File: src/rtl/uart_pkg.sv
// Shared UART constants, receiver state encoding and the 2-of-3 majority vote.
package uart_pkg;

  localparam int unsigned OVERSAMPLE = 16;
  localparam int unsigned SUB_W      = $clog2(OVERSAMPLE);
  localparam int unsigned DATA_BITS  = 8;
  localparam int unsigned IDX_W      = $clog2(DATA_BITS);

  localparam logic [SUB_W-1:0] TICK_S0  = SUB_W'(7);
  localparam logic [SUB_W-1:0] TICK_S1  = SUB_W'(8);
  localparam logic [SUB_W-1:0] TICK_S2  = SUB_W'(9);
  localparam logic [SUB_W-1:0] TICK_END = SUB_W'(OVERSAMPLE - 1);
  localparam logic [IDX_W-1:0] IDX_LAST = IDX_W'(DATA_BITS - 1);

  typedef enum logic [2:0] {
    IDLE,
    START,
    DATA,
    STOP,
    WAIT_HIGH
  } rx_state_e;

  function automatic logic maj3(input logic a, input logic b, input logic c);
    return (a & b) | (a & c) | (b & c);
  endfunction

endpackage

File: src/rtl/uart_baud_tick.sv
// Oversample prescaler: one tick every div_i+1 clocks, re-phased by restart_i.
module uart_baud_tick #(
  parameter int unsigned DIV_W = 16
) (
  input  logic             clk,
  input  logic             reset,
  input  logic [DIV_W-1:0] div_i,
  input  logic             restart_i,
  output logic             tick_o
);

  logic [DIV_W-1:0] cnt_q;

  // div_i is only sampled on reload, so a new divisor applies from the next period
  always_ff @(posedge clk or posedge reset) begin
    if (reset) begin
      cnt_q  <= '0;
      tick_o <= 1'b0;
    end else if (restart_i) begin
      cnt_q  <= div_i;
      tick_o <= 1'b0;
    end else if (cnt_q == '0) begin
      cnt_q  <= div_i;
      tick_o <= 1'b1;
    end else begin
      cnt_q  <= cnt_q - DIV_W'(1);
      tick_o <= 1'b0;
    end
  end

endmodule

File: src/rtl/uart_rx_deser.sv
// UART 8N1 receive deserializer: pin synchronizer, 16x oversampling with
// majority voting, RX FIFO push and frame-error / break / overrun strobes.
module uart_rx_deser
  import uart_pkg::*;
#(
  parameter int unsigned DIV_W       = 16,
  parameter int unsigned SYNC_STAGES = 2
) (
  input  logic             clk,
  input  logic             reset,
  input  logic             en_i,
  input  logic [DIV_W-1:0] baud_div_i,
  input  logic             rx_pin_i,
  input  logic             fifo_full_i,
  output logic [7:0]       rx_data_o,
  output logic             rx_we_o,
  output logic             frame_err_o,
  output logic             break_o,
  output logic             overrun_o,
  output logic             busy_o
);

  logic [SYNC_STAGES-1:0] sync_q;
  logic                   rxs;

  rx_state_e              state_q, state_d;
  logic [SUB_W-1:0]       sub_q, sub_d;
  logic [IDX_W-1:0]       idx_q, idx_d;
  logic [DATA_BITS-1:0]   shift_q, shift_d;
  logic                   s7_q, s7_d, s8_q, s8_d;
  logic [7:0]             data_d;
  logic                   we_d, ferr_d, brk_d, ovr_d;
  logic                   tick, restart_c, maj_c;

  always_ff @(posedge clk or posedge reset) begin
    if (reset) sync_q <= '1;
    else       sync_q <= {sync_q[SYNC_STAGES-2:0], rx_pin_i};
  end

  assign rxs = sync_q[SYNC_STAGES-1];

  uart_baud_tick #(.DIV_W(DIV_W)) u_baud_tick (
    .clk       (clk),
    .reset     (reset),
    .div_i     (baud_div_i),
    .restart_i (restart_c),
    .tick_o    (tick)
  );

  always_comb begin
    state_d   = state_q;
    sub_d     = sub_q;
    idx_d     = idx_q;
    shift_d   = shift_q;
    s7_d      = s7_q;
    s8_d      = s8_q;
    data_d    = rx_data_o;
    we_d      = 1'b0;
    ferr_d    = 1'b0;
    brk_d     = 1'b0;
    ovr_d     = 1'b0;
    restart_c = 1'b0;
    maj_c     = maj3(s7_q, s8_q, rxs);

    if (!en_i) begin
      state_d = IDLE;
    end else begin
      if (tick && (state_q inside {START, DATA, STOP})) begin
        sub_d = sub_q + SUB_W'(1);
        if (sub_q == TICK_S0) s7_d = rxs;
        if (sub_q == TICK_S1) s8_d = rxs;
      end

      case (state_q)
        IDLE: begin
          if (!rxs) begin
            restart_c = 1'b1;
            sub_d     = '0;
            state_d   = START;
          end
        end
        START: begin
          if (tick) begin
            if (sub_q == TICK_S2 && maj_c) begin
              state_d = IDLE;
            end else if (sub_q == TICK_END) begin
              state_d = DATA;
              idx_d   = '0;
            end
          end
        end
        DATA: begin
          if (tick) begin
            if (sub_q == TICK_S2) shift_d = {maj_c, shift_q[DATA_BITS-1:1]};
            if (sub_q == TICK_END) begin
              idx_d = idx_q + IDX_W'(1);
              if (idx_q == IDX_LAST) state_d = STOP;
            end
          end
        end
        // decided mid stop bit so a back-to-back start edge is still caught
        STOP: begin
          if (tick && sub_q == TICK_S2) begin
            if (maj_c) begin
              data_d  = shift_q;
              ovr_d   = fifo_full_i;
              we_d    = !fifo_full_i;
              state_d = IDLE;
            end else begin
              ferr_d  = 1'b1;
              brk_d   = (shift_q == '0);
              state_d = WAIT_HIGH;
            end
          end
        end
        WAIT_HIGH: begin
          if (rxs) state_d = IDLE;
        end
        default: state_d = IDLE;
      endcase
    end
  end

  always_ff @(posedge clk or posedge reset) begin
    if (reset) begin
      state_q     <= IDLE;
      sub_q       <= '0;
      idx_q       <= '0;
      shift_q     <= '0;
      s7_q        <= 1'b0;
      s8_q        <= 1'b0;
      rx_data_o   <= '0;
      rx_we_o     <= 1'b0;
      frame_err_o <= 1'b0;
      break_o     <= 1'b0;
      overrun_o   <= 1'b0;
      busy_o      <= 1'b0;
    end else begin
      state_q     <= state_d;
      sub_q       <= sub_d;
      idx_q       <= idx_d;
      shift_q     <= shift_d;
      s7_q        <= s7_d;
      s8_q        <= s8_d;
      rx_data_o   <= data_d;
      rx_we_o     <= we_d;
      frame_err_o <= ferr_d;
      break_o     <= brk_d;
      overrun_o   <= ovr_d;
      busy_o      <= (state_d != IDLE);
    end
  end

endmodule
File: config.mk
export PLATFORM = sky130hd
export DESIGN_NAME = uart_rx_deser
export DESIGN_NICKNAME = d
export VERILOG_FILES = /design/src/rtl/uart_pkg.sv /design/src/rtl/uart_baud_tick.sv /design/src/rtl/uart_rx_deser.sv
export SDC_FILE = /design/constraint.sdc
export NUM_CORES = 1
export LEC_CHECK = 0
export ABC_AREA = 0
export ABC_CLOCK_PERIOD_IN_PS = 3300
export BUFFER_PORTS_ARGS = -buffer_cell sky130_fd_sc_hd__buf_2
export CELL_PAD_IN_SITES_DETAIL_PLACEMENT = 1
export CELL_PAD_IN_SITES_GLOBAL_PLACEMENT = 2
export CORE_AREA = 4 4 85 87
export CTS_BUF_LIST = sky130_fd_sc_hd__clkbuf_16
export CTS_CLUSTER_DIAMETER = 150
export DETAILED_ROUTE_END_ITERATION = 12
export DIE_AREA = 0 0 89 91
export PLACE_DENSITY = 0.91
export SLEW_MARGIN = 20
export SYNTH_ARGS = -nofsm -noshare
export SYNTH_HDL_FRONTEND = slang
export SYNTH_HIERARCHICAL = 1
export SYNTH_SLANG_ARGS = --single-unit
File: constraint.sdc
create_clock -name clk -period 3.3 [get_ports clk]
set_input_delay 0.66 -clock clk [delete_from_list [all_inputs] [get_ports clk]]
set_output_delay 0.66 -clock clk [all_outputs]
set_load 0.05 [all_outputs]
==> results by stage, run 1 <==
Global route:
- Global routing used 13.7% of the available tracks.
- Entering global routing, the biggest net connects 20 pins.
- In the global route stage, met3 resource usage came out at 2.71%.
- The number of antenna violations at the first check in global routing is 0.
- The layer carrying the most global-route usage is met2.
- The via count of the first global-routing pass is 1873.
- The final global-route overflow total is 0.
- For met1 alone, demand over resource in global routing was 18.2%.
- In the global route stage, met2 resource usage came out at 22.6%.
- The first-pass GRT wire length is 8830 um.

Timing:
- For the final database, setup skew stands at 8.74 ps.
- Setup violations remaining at the end of the flow were counted as 0.
- The top achievable clock speed is 429 MHz.
- Setup repair after global routing left no endpoint under its margin.
- Measured against its own limit, the worst slew margin works out to 35.1%.
- The number of slew-limit violations in the final report is 0.
- At the pin with the least slew margin, the transition time is 971 ps.
- After layout, the worst path uses 70.7% of the clock period.
- Once routing completed, OpenROAD measured the worst setup slack at 968 ps.
- The worst hold slack is 368 ps.
- The post-layout minimum cycle time is 2330 ps.
- Adding up every negative setup slack in the final design gives 0 ps.
- The total count of hold-check failures in the final report came to 0.

Synthesis:
- Sorting the synthesized cells by area gives the leading types as dfrtp_1 49%, mux2_2 7.4%, xnor2_1 5.1%, mux2_4 4.7%, ha_1 3.4%.
- The number of flops mapped to enable cells by yosys is 0.
- During synthesis, Yosys emitted a total of 6 warnings.
- The synthesized netlist occupies a cell area of 2570 um^2.
- Sequential cells were found to cover 50.7% of the synthesized design area.
- The total nets after synthesis is 248.
- In the synthesized netlist the dominant register cell turns out to be dfrtp_1.
- The count of mapped cells out of synthesis is 220.
- The count of different cell masters after synthesis is 47.
- Dividing the synthesized area by the synthesized cell count gives 11.7 um^2.
- The synthesized design contains 52 register bits.
- The share of async-settable or async-resettable flops after synthesis is 100%.
- Yosys instantiated no cell more often than dfrtp_1.
- After synthesis, the most frequently instantiated cells are 50 x dfrtp_1, 17 x mux2_2, 16 x a21oi_1.
- After synthesis, the largest area contributor takes up 48.7% of total cell area.
- Of all cell types, the one taking the most synthesized area is dfrtp_1.

Critical path:
- The slowest stage cell on the critical path is dfrtp_1.
- Walking the worst path, the cells encountered are or3_1 -> nor2_1 -> clkinv_1 -> and2_4 -> mux2_4.
- Data arrives at the worst endpoint at 2510 ps.
- The endpoint required time on the critical path is 3480 ps.
- STA classifies the critical path startpoint as a flip-flop.
- The kind of critical path is reg -> reg.
- Along the worst path, the maximum fanout reaches 16.
- The worst setup path is captured at a flip-flop.
- In this design, the stage delay of the slowest critical-path cell is 460 ps.

Final layout:
- The post-route netlist has 30.1% of its cells at a drive strength greater than 1.
- For this run, the number of standard cells in the final layout without fillers is 333.
- The total of fill cells in the finished design is 690.
- The multi-input combinational cell area is 1150 um^2.
- The repair_antennas step left the layout with diodes totalling 0.
- The signed area change from the synthesized netlist to the final layout is 14.5%.
- At the end of the flow the core is filled with cells to 46.3%.
- Summing all flip-flop and latch instances after layout gives 1300 um^2.
- The final-stage net count is 283.

Route:
- The average wire length per cell after detail routing is 15.7 um.
- In the routed layout, each cell is associated on average with a via count of 5.29.
- The number of vias in the routed layout is 1762.
- For this block, the initial DRC count from the detailed router was 33.
- The first detailed-routing pass took 4 iterations.
- The count of nets left with antenna violations once routing finished came out at 0.
- Summed over all layers, the routed wires come to 5210 um.
- In the routed design, unresolved DRC markers number 0.

Clock tree:
- Counting the buffers created by CTS gives 5.
- For this design, the sink count on the clock tree is 52.
- The number of setup buffers added after CTS is 0.
- Post-CTS repair changed the size of 0 cells.
- The root buffer cell is clkbuf_16.
- The number of hold buffers added after cts is 0.
- The clock input transition at the sequential cells of the worst setup and hold paths is 80 ps.
- The H-tree was split into 2 levels.
- The TritonCTS clock tree is built.
- The clock latency on the worst-skew pair is 300 ps.
- The number of buffers between clock root and the deepest sink is 2.

Hold path:
- The worst hold path class is reg -> reg.

Die:
- Once the floorplan was initialized, standard cells occupied 40.5% of the core.
- After floorplanning, the core was sized to cover 6350 um^2.
- The die covers 8100 um^2.
- The floorplan die height is 91 um.
- The I/O pin total is 34.
- The floorplan step set the die width to 89 um.
- Row generation in the floorplan step produced 29 rows.

Flow run:
- Max-cap violations in this run came to 0.

Power:
- The largest voltage drop on the vdd net is 0.298 mV.
- For this design the ratio of total power to cell area is 526 nW/um^2.
- For this design the static power due to leakage is 0.00138 uW.

Placement:
- Routability-driven placement finished with a final weighted congestion of 0.790.
- The worst slack at placement is 864 ps.
- Port buffering added 33 buffers.
- After detailed placement, the design holds a cell count of 325.
- Detailed placement ended at an HPWL of 3810 um.

Outcome:
- The flow ran to the end, and the final reports show no timing, DRC or antenna violations.
## report_power, final
group	total (uW)	internal (uW)	switching, uW	leakage (uW)
sequential	790	704	86.8	0.000671
combinational	217	110	107	0.000641
clock	541	288	253	0.0000719
total	1550	1100	446	0.00138
## through the flow
stage	total power, uW	area (um^2)
after global placement	1010	2790
after CTS	1560	2940
after detailed placement	1020	2790
after floorplan	955	2570
final	1550	2940
after global routing	1630	2940
## final timing paths
path | start | to | slack, ps | cells after the start
setup / recovery | state_q[0] | u_baud_tick/cnt_q[14] | 970 | 5
hold / removal | sync_q[0] | sync_q[1] | 370 | 0
setup reg to reg | state_q[0] | u_baud_tick/cnt_q[14] | 970 | 5
hold reg to reg | sync_q[0] | sync_q[1] | 370 | 0
max in group asynchronous | reset | idx_q[1] | 2130 | 3
min in group asynchronous | reset | u_baud_tick/cnt_q[11] | 470 | 2
## layout make-up
| class | instances | share of cell area (%) |
|---|---|---|
| Clock buffer | 5 | 4.25 |
| Multi-Input combinational cell | 145 | 39.1 |
| Clock inverter | 3 | 0.935 |
| Sequential cell | 52 | 44.3 |
| Timing Repair Buffer | 35 | 6.12 |
| Inverter | 16 | 2.04 |
| Tap cell | 77 | 3.27 |
## registers in the layout, indices dropped and copies added (netlist names)
name                flops
idx_q                   3
state_q                 3
overrun_o               1
s7_q                    1
u_baud_tick/tick_o      1
u_baud_tick/cnt_q      16
sub_q                   4
s8_q                    1
rx_data_o               8
sync_q                  2
shift_q                 8
rx_we_o                 1
busy_o                  1
break_o                 1
frame_err_o             1
## worst max-delay path: cells and delay by family, from the launching register on
kind | cells | cell delay, ps
buffers and inverters | 1 | 360
DFF | 1 | 460
muxes | 1 | 310
and+or+nand+nor | 3 | 1090
## logic make-up (layout without fill, tap and decap cells)
group,Yosys count,after routing,share of synthesized area [%]
simple gates,65,65,16.2
flops,52,52,50.7
compound gates,31,31,7.16
mux,26,26,12.5
buf+inv,23,59,4.53
xor+xnor,15,15,5.11
fa+ha+maj,8,8,3.80
## metal layers
| layer | vias up | share of wire, % | routed length [um] |
|---|---|---|---|
| li1 | 850 | - | - |
| met1 | 875 | 46 | 2410 |
| met3 | 3 | 3.9 | 201 |
| met2 | 34 | 49 | 2560 |
| met5 | - | 0 | 0 |
| met4 | 0 | 0.73 | 38 |
## cell usage in the layout (no fill, tap or decap), drive strengths merged, types with 4 or more instances in the layout
master / Yosys / final
o21ai: 6 / 6
nor3: 9 / 9
nor2: 13 / 13
a21oi: 16 / 16
nand2: 7 / 7
xnor2: 15 / 15
nand4: 5 / 5
mux2: 25 / 25
inv: 15 / 16
dfrtp: 50 / 50
ha: 7 / 7
nand2b: 4 / 4
clkbuf: 3 / 5
buf: 4 / 35
nand3: 5 / 5
nor4: 6 / 6
(Power assumes the default switching activity.)
==> inputs of run 2 (changes only) <==
--- a/config.mk
+++ b/config.mk
@@ -5,17 +5,17 @@
 export SDC_FILE = /design/constraint.sdc
 export NUM_CORES = 1
 export LEC_CHECK = 0
-export ABC_AREA = 0
-export ABC_CLOCK_PERIOD_IN_PS = 3300
+export ABC_AREA = 1
+export ABC_CLOCK_PERIOD_IN_PS = 2040
 export BUFFER_PORTS_ARGS = -buffer_cell sky130_fd_sc_hd__buf_2
 export CELL_PAD_IN_SITES_DETAIL_PLACEMENT = 1
 export CELL_PAD_IN_SITES_GLOBAL_PLACEMENT = 2
-export CORE_AREA = 4 4 85 87
+export CORE_AREA = 4 4 102 104
 export CTS_BUF_LIST = sky130_fd_sc_hd__clkbuf_16
 export CTS_CLUSTER_DIAMETER = 150
 export DETAILED_ROUTE_END_ITERATION = 12
-export DIE_AREA = 0 0 89 91
-export PLACE_DENSITY = 0.91
+export DIE_AREA = 0 0 106 108
+export PLACE_DENSITY = 0.83
 export SLEW_MARGIN = 20
 export SYNTH_ARGS = -nofsm -noshare
 export SYNTH_HDL_FRONTEND = slang
==> constraint.sdc (replaced) <==
create_clock -name clk -period 2.04 [get_ports clk]
set_input_delay 0.408 -clock clk [delete_from_list [all_inputs] [get_ports clk]]
set_output_delay 0.408 -clock clk [all_outputs]
set_load 0.05 [all_outputs]
==> results by stage, run 2 <==
Synthesis:
- The xor/xnor cell area share of the yosys netlist was 1.52% (-3.6 points).
- The proportion of synthesized area in mux cells is 0% (-13 points).
- The biggest area contributor in the post-synthesis netlist is dfrtp_1.
- The dominant synthesized flop cell is dfrtp_1.
- The count of mapped cells out of synthesis came to 362 (+65%).
- The number of flops mapped to enable cells by yosys is 0 (unchanged).
- The share of async-settable or async-resettable flops after synthesis is 100% (unchanged).
- The synthesized area per cell came to 7.96 um^2 (-32%).
- nand2_1 is the most common cell in the netlist.
- The commonest cells after synthesis are 111 x nand2_1, 50 x dfrtp_1, 46 x nor2_1.
- The number of flip-flops and latches in the synthesized netlist is 52 (unchanged).
- The fraction of the mapped netlist area in adder cells is 3.04% (-0.76 points).
- The simple logic cell fraction of the synthesized area is 33.0% (+17 points).
- The main combinational cell family by area after synthesis is simple AND/OR/NAND/NOR gates.
- The portion of the post-synthesis area used by sequential elements is 45.3% (-5.5 points).
- The compound-gate portion of the synthesized area is 9.64% (+2.5 points).
- The total nets after synthesis is 390 (+57%).
- The area of the mapped netlist is 2880 um^2 (+12%).
- The count of warnings emitted by yosys came to 6 (unchanged).
- The count of different cell masters after synthesis is 32 (-32%).
- After synthesis, the cell types taking the most area are dfrtp_1 43%, nand2_1 14%, nor2_1 6.0%, inv_1 5.2%, o21ai_2 4.9%.
- The fraction of post-synthesis cell area in the top cell type by area is 43.4% (-5.2 points).

Route:
- The number of design-rule violations left by the first detailed-router iteration is 66 (+100%).
- The final antenna-violating net count is 0 (unchanged).
- The average wire length per cell after detail routing is 12.5 um (-20%).
- The detailed-router iteration count before antenna repair was 4 (unchanged).
- The via count normalized by instance count is 4.46 (-16%).
- The total detailed-routing wirelength is 6650 um (+28%).
- The number of remaining DRC errors is 0 (unchanged).
- The number of vias in the routed layout is 2376 (+35%).

Hold path:
- The worst hold path class is in -> async.

Clock tree:
- The number of clock sinks seen by CTS was 52 (unchanged).
- In this run the clock root is driven by a clkbuf_16.
- The number of buffers added by the clock tree synthesis step came to 5 (unchanged).
- The count of cells resized by post-cts repair is 0 (unchanged).
- The number of hold buffers added after cts is 0 (unchanged).
- TritonCTS built the clock tree.
- The clock input transition at the sequential cells of the worst setup and hold paths is 80 ps (about the same).
- The number of setup buffers added after CTS is 0 (unchanged).
- The clock latency on the worst-skew pair came to 290 ps (about the same).
- The number of buffers between clock root and the deepest sink is 2 (unchanged).
- The deepest level of the CTS H-tree is 2 (unchanged).

Final layout:
- The antenna diode count was 0 (unchanged).
- The share of cells above drive strength 1 is 21.8% (-8.3 points).
- The largest registers in the layout are u_baud_tick/cnt_q x16, rx_data_o x8, shift_q x8.
- The library cell used most frequently in the layout, excluding fill and tap cells, is nand2_1.
- The register containing the most flip-flops in the final layout is u_baud_tick/cnt_q.
- The post-layout instance count excluding filler cells was 533 (+60%).
- The flip-flop count of the largest register, all copies and words added is 16 (unchanged).
- The total of fill cells in the finished design is 1202 (+74%).
- The final-stage net count was 427 (+51%).
- The signed area change from the synthesized netlist to the final layout is 15.6%.
- In the layout the commonest cells are 111 x nand2_1, 50 x dfrtp_1, 46 x nor2_1.
- The final core utilization is 34.9% (-11 points).

Die:
- The I/O pin total is 34 (unchanged).
- The number of placement rows is 36 (+24%).
- The width of the die is 106 um (+19%).
- The area of the die is 11400 um^2 (+41%).
- The floorplan core area came to 9550 um^2 (+50%).
- The floorplan die height is 108 um (+19%).
- The effective utilization at floorplan was 30.2% (-10 points).

Flow run:
- The count of max-cap constraint violations is 0 (unchanged).

Critical path:
- The critical path goes through nor2_1 -> nand3_1 -> nor2_1 -> inv_1 -> nand2_8 -> inv_1 -> nand2_1 -> nand2_1.
- In this run the critical register-to-register path is launched from state_q[0].
- The depth of the most critical reg-to-reg path is 8 (+3).
- The worst register-to-register path ends at u_baud_tick/cnt_q[9].
- The endpoint required time on the critical path is 2230 ps (-1250 ps).
- The slowest stage of the critical path belongs to the cell dfrtp_1.
- The startpoint kind of the worst setup timing path is a flip-flop.
- The data arrival time of the worst path is 1920 ps (-590 ps).
- The kind of critical path is reg -> reg.
- The largest fanout on the critical path is 19 (+3).
- The endpoint type of the worst setup path is a flip-flop.
- The register-to-register setup slack is 320 ps (-650 ps).
- The delay contributed by the slowest stage of the critical path came to 430 ps (-30 ps).

Placement:
- The worst slack at placement came to 237 ps (-627 ps).
- The number of port buffers is 33 (unchanged).
- The total placed cells including tap cells is 525 (+62%).
- The total half-perimeter wirelength after legalization and detailed placement was 5210 um (+37%).
- The final weighted congestion of routability-driven global placement is 0.798 (+0.96%).

Timing:
- The remaining max-slew budget at the tightest pin was 53.2% (+18 points).
- The total count of hold-check failures in the final report was 0 (unchanged).
- The top achievable clock speed is 581 MHz (+35%).
- The setup clock skew after layout is 11.2 ps (+2.47 ps).
- The setup slack of the critical path after layout is 318 ps (-650 ps).
- The setup-violating endpoint count in the final report is 0 (unchanged).
- The post-layout minimum cycle time is 1720 ps (-610 ps).
- The worst hold slack is 206 ps (-162 ps).
- The actual transition at the worst max-transition pin came to 702 ps (-269 ps).
- The final clock period utilization by the worst path is 84.4% (+14 points).
- Setup repair after global routing left no endpoint under its margin.
- The number of slew-limit violations in the final report is 0 (unchanged).
- The final sum of negative setup slack is 0 ps (unchanged).

Global route:
- The via count of the first global-routing pass is 2534 (+35%).
- The first-pass GRT wire length is 11800 um (+34%).
- The final global-route overflow total is 0 (unchanged).
- The global-route usage over all layers was 12.7% (-0.98 points).
- The maximum number of pins on one net before global-route repair is 36 (+80%).
- The number of antenna violations at the first check in global routing came to 0 (unchanged).

Power:
- The power per cell area is 804 nW/um^2 (+53%).
- The static leakage power is 0.00163 uW (+18%).
- The largest voltage drop on the vdd net came to 0.432 mV (+45%).

Outcome:
- The run finished with clean final reports.
==> run 2: cell types whose count changed after synthesis, sizes merged, moves of 18 or more <==
cell   delta
inv      +30
mux2     -25
nand2   +106
nand3    +18
nor2     +46
o21ai    +24
==> run 2: cell families after synthesis <==
logic type	count (synthesis)
AOI/OAI and AO/OA	42
xor gates and xnor gates	5
adders and majority gates	7
buffers and inverters	50
DFF	52
and+or+nand+nor	206
==> run 2: worst max path at each step <==
stage / start / endpoint / cells past startpoint
floorplan: en_i / u_baud_tick/cnt_q[8] / 7
global placement: en_i / u_baud_tick/cnt_q[12] / 8
detailed placement: en_i / u_baud_tick/cnt_q[9] / 8
CTS: state_q[0] / u_baud_tick/cnt_q[9] / 8
global route: state_q[0] / u_baud_tick/cnt_q[12] / 8
finish: state_q[0] / u_baud_tick/cnt_q[9] / 8
==> run 2: power breakdown <==
part / switching [uW] / internal, uW
clock network: 422 / 467
registers: 121 / 1130
logic: 339 / 196
total: 881 / 1800
==> run 2: routing by layer <==
metal  GRT usage (%)  up-vias  wire length [um]
li1                -     1213                 -
met1            15.5     1127              2970
met2            23.6       31              3440
met3            2.09        5               184
met4            2.87        0                61
met5               0        -                 0
==> run 2: final cells by class <==
| cell class | count | area [um^2] | share of cell area (%) |
|---|---|---|---|
| inverter | 45 | 169 | 5.07 |
| sequential | 52 | 1300 | 39.1 |
| multi-input combinational | 260 | 1360 | 40.8 |
| clock buffer | 5 | 125 | 3.76 |
| clock inverter | 3 | 27.5 | 0.826 |
| timing repair buffer | 35 | 180 | 5.41 |
| tap | 133 | 166 | 5.00 |
==> run 2: critical path: cells and delay by family (launching register included) <==
kind                   cells  cell delay, ps
DFF                        1             430
and+or+nand+nor            6             840
buffers and inverters      2             350
==> run 2: metrics by stage <==
step	total power (uW)	area [um^2]
6_report	2680	3330
3_5_place_dp	1820	3180
2_1_floorplan	1660	2880
4_1_cts	2730	3330
3_3_place_gp	1800	3180
5_1_grt	2870	3330
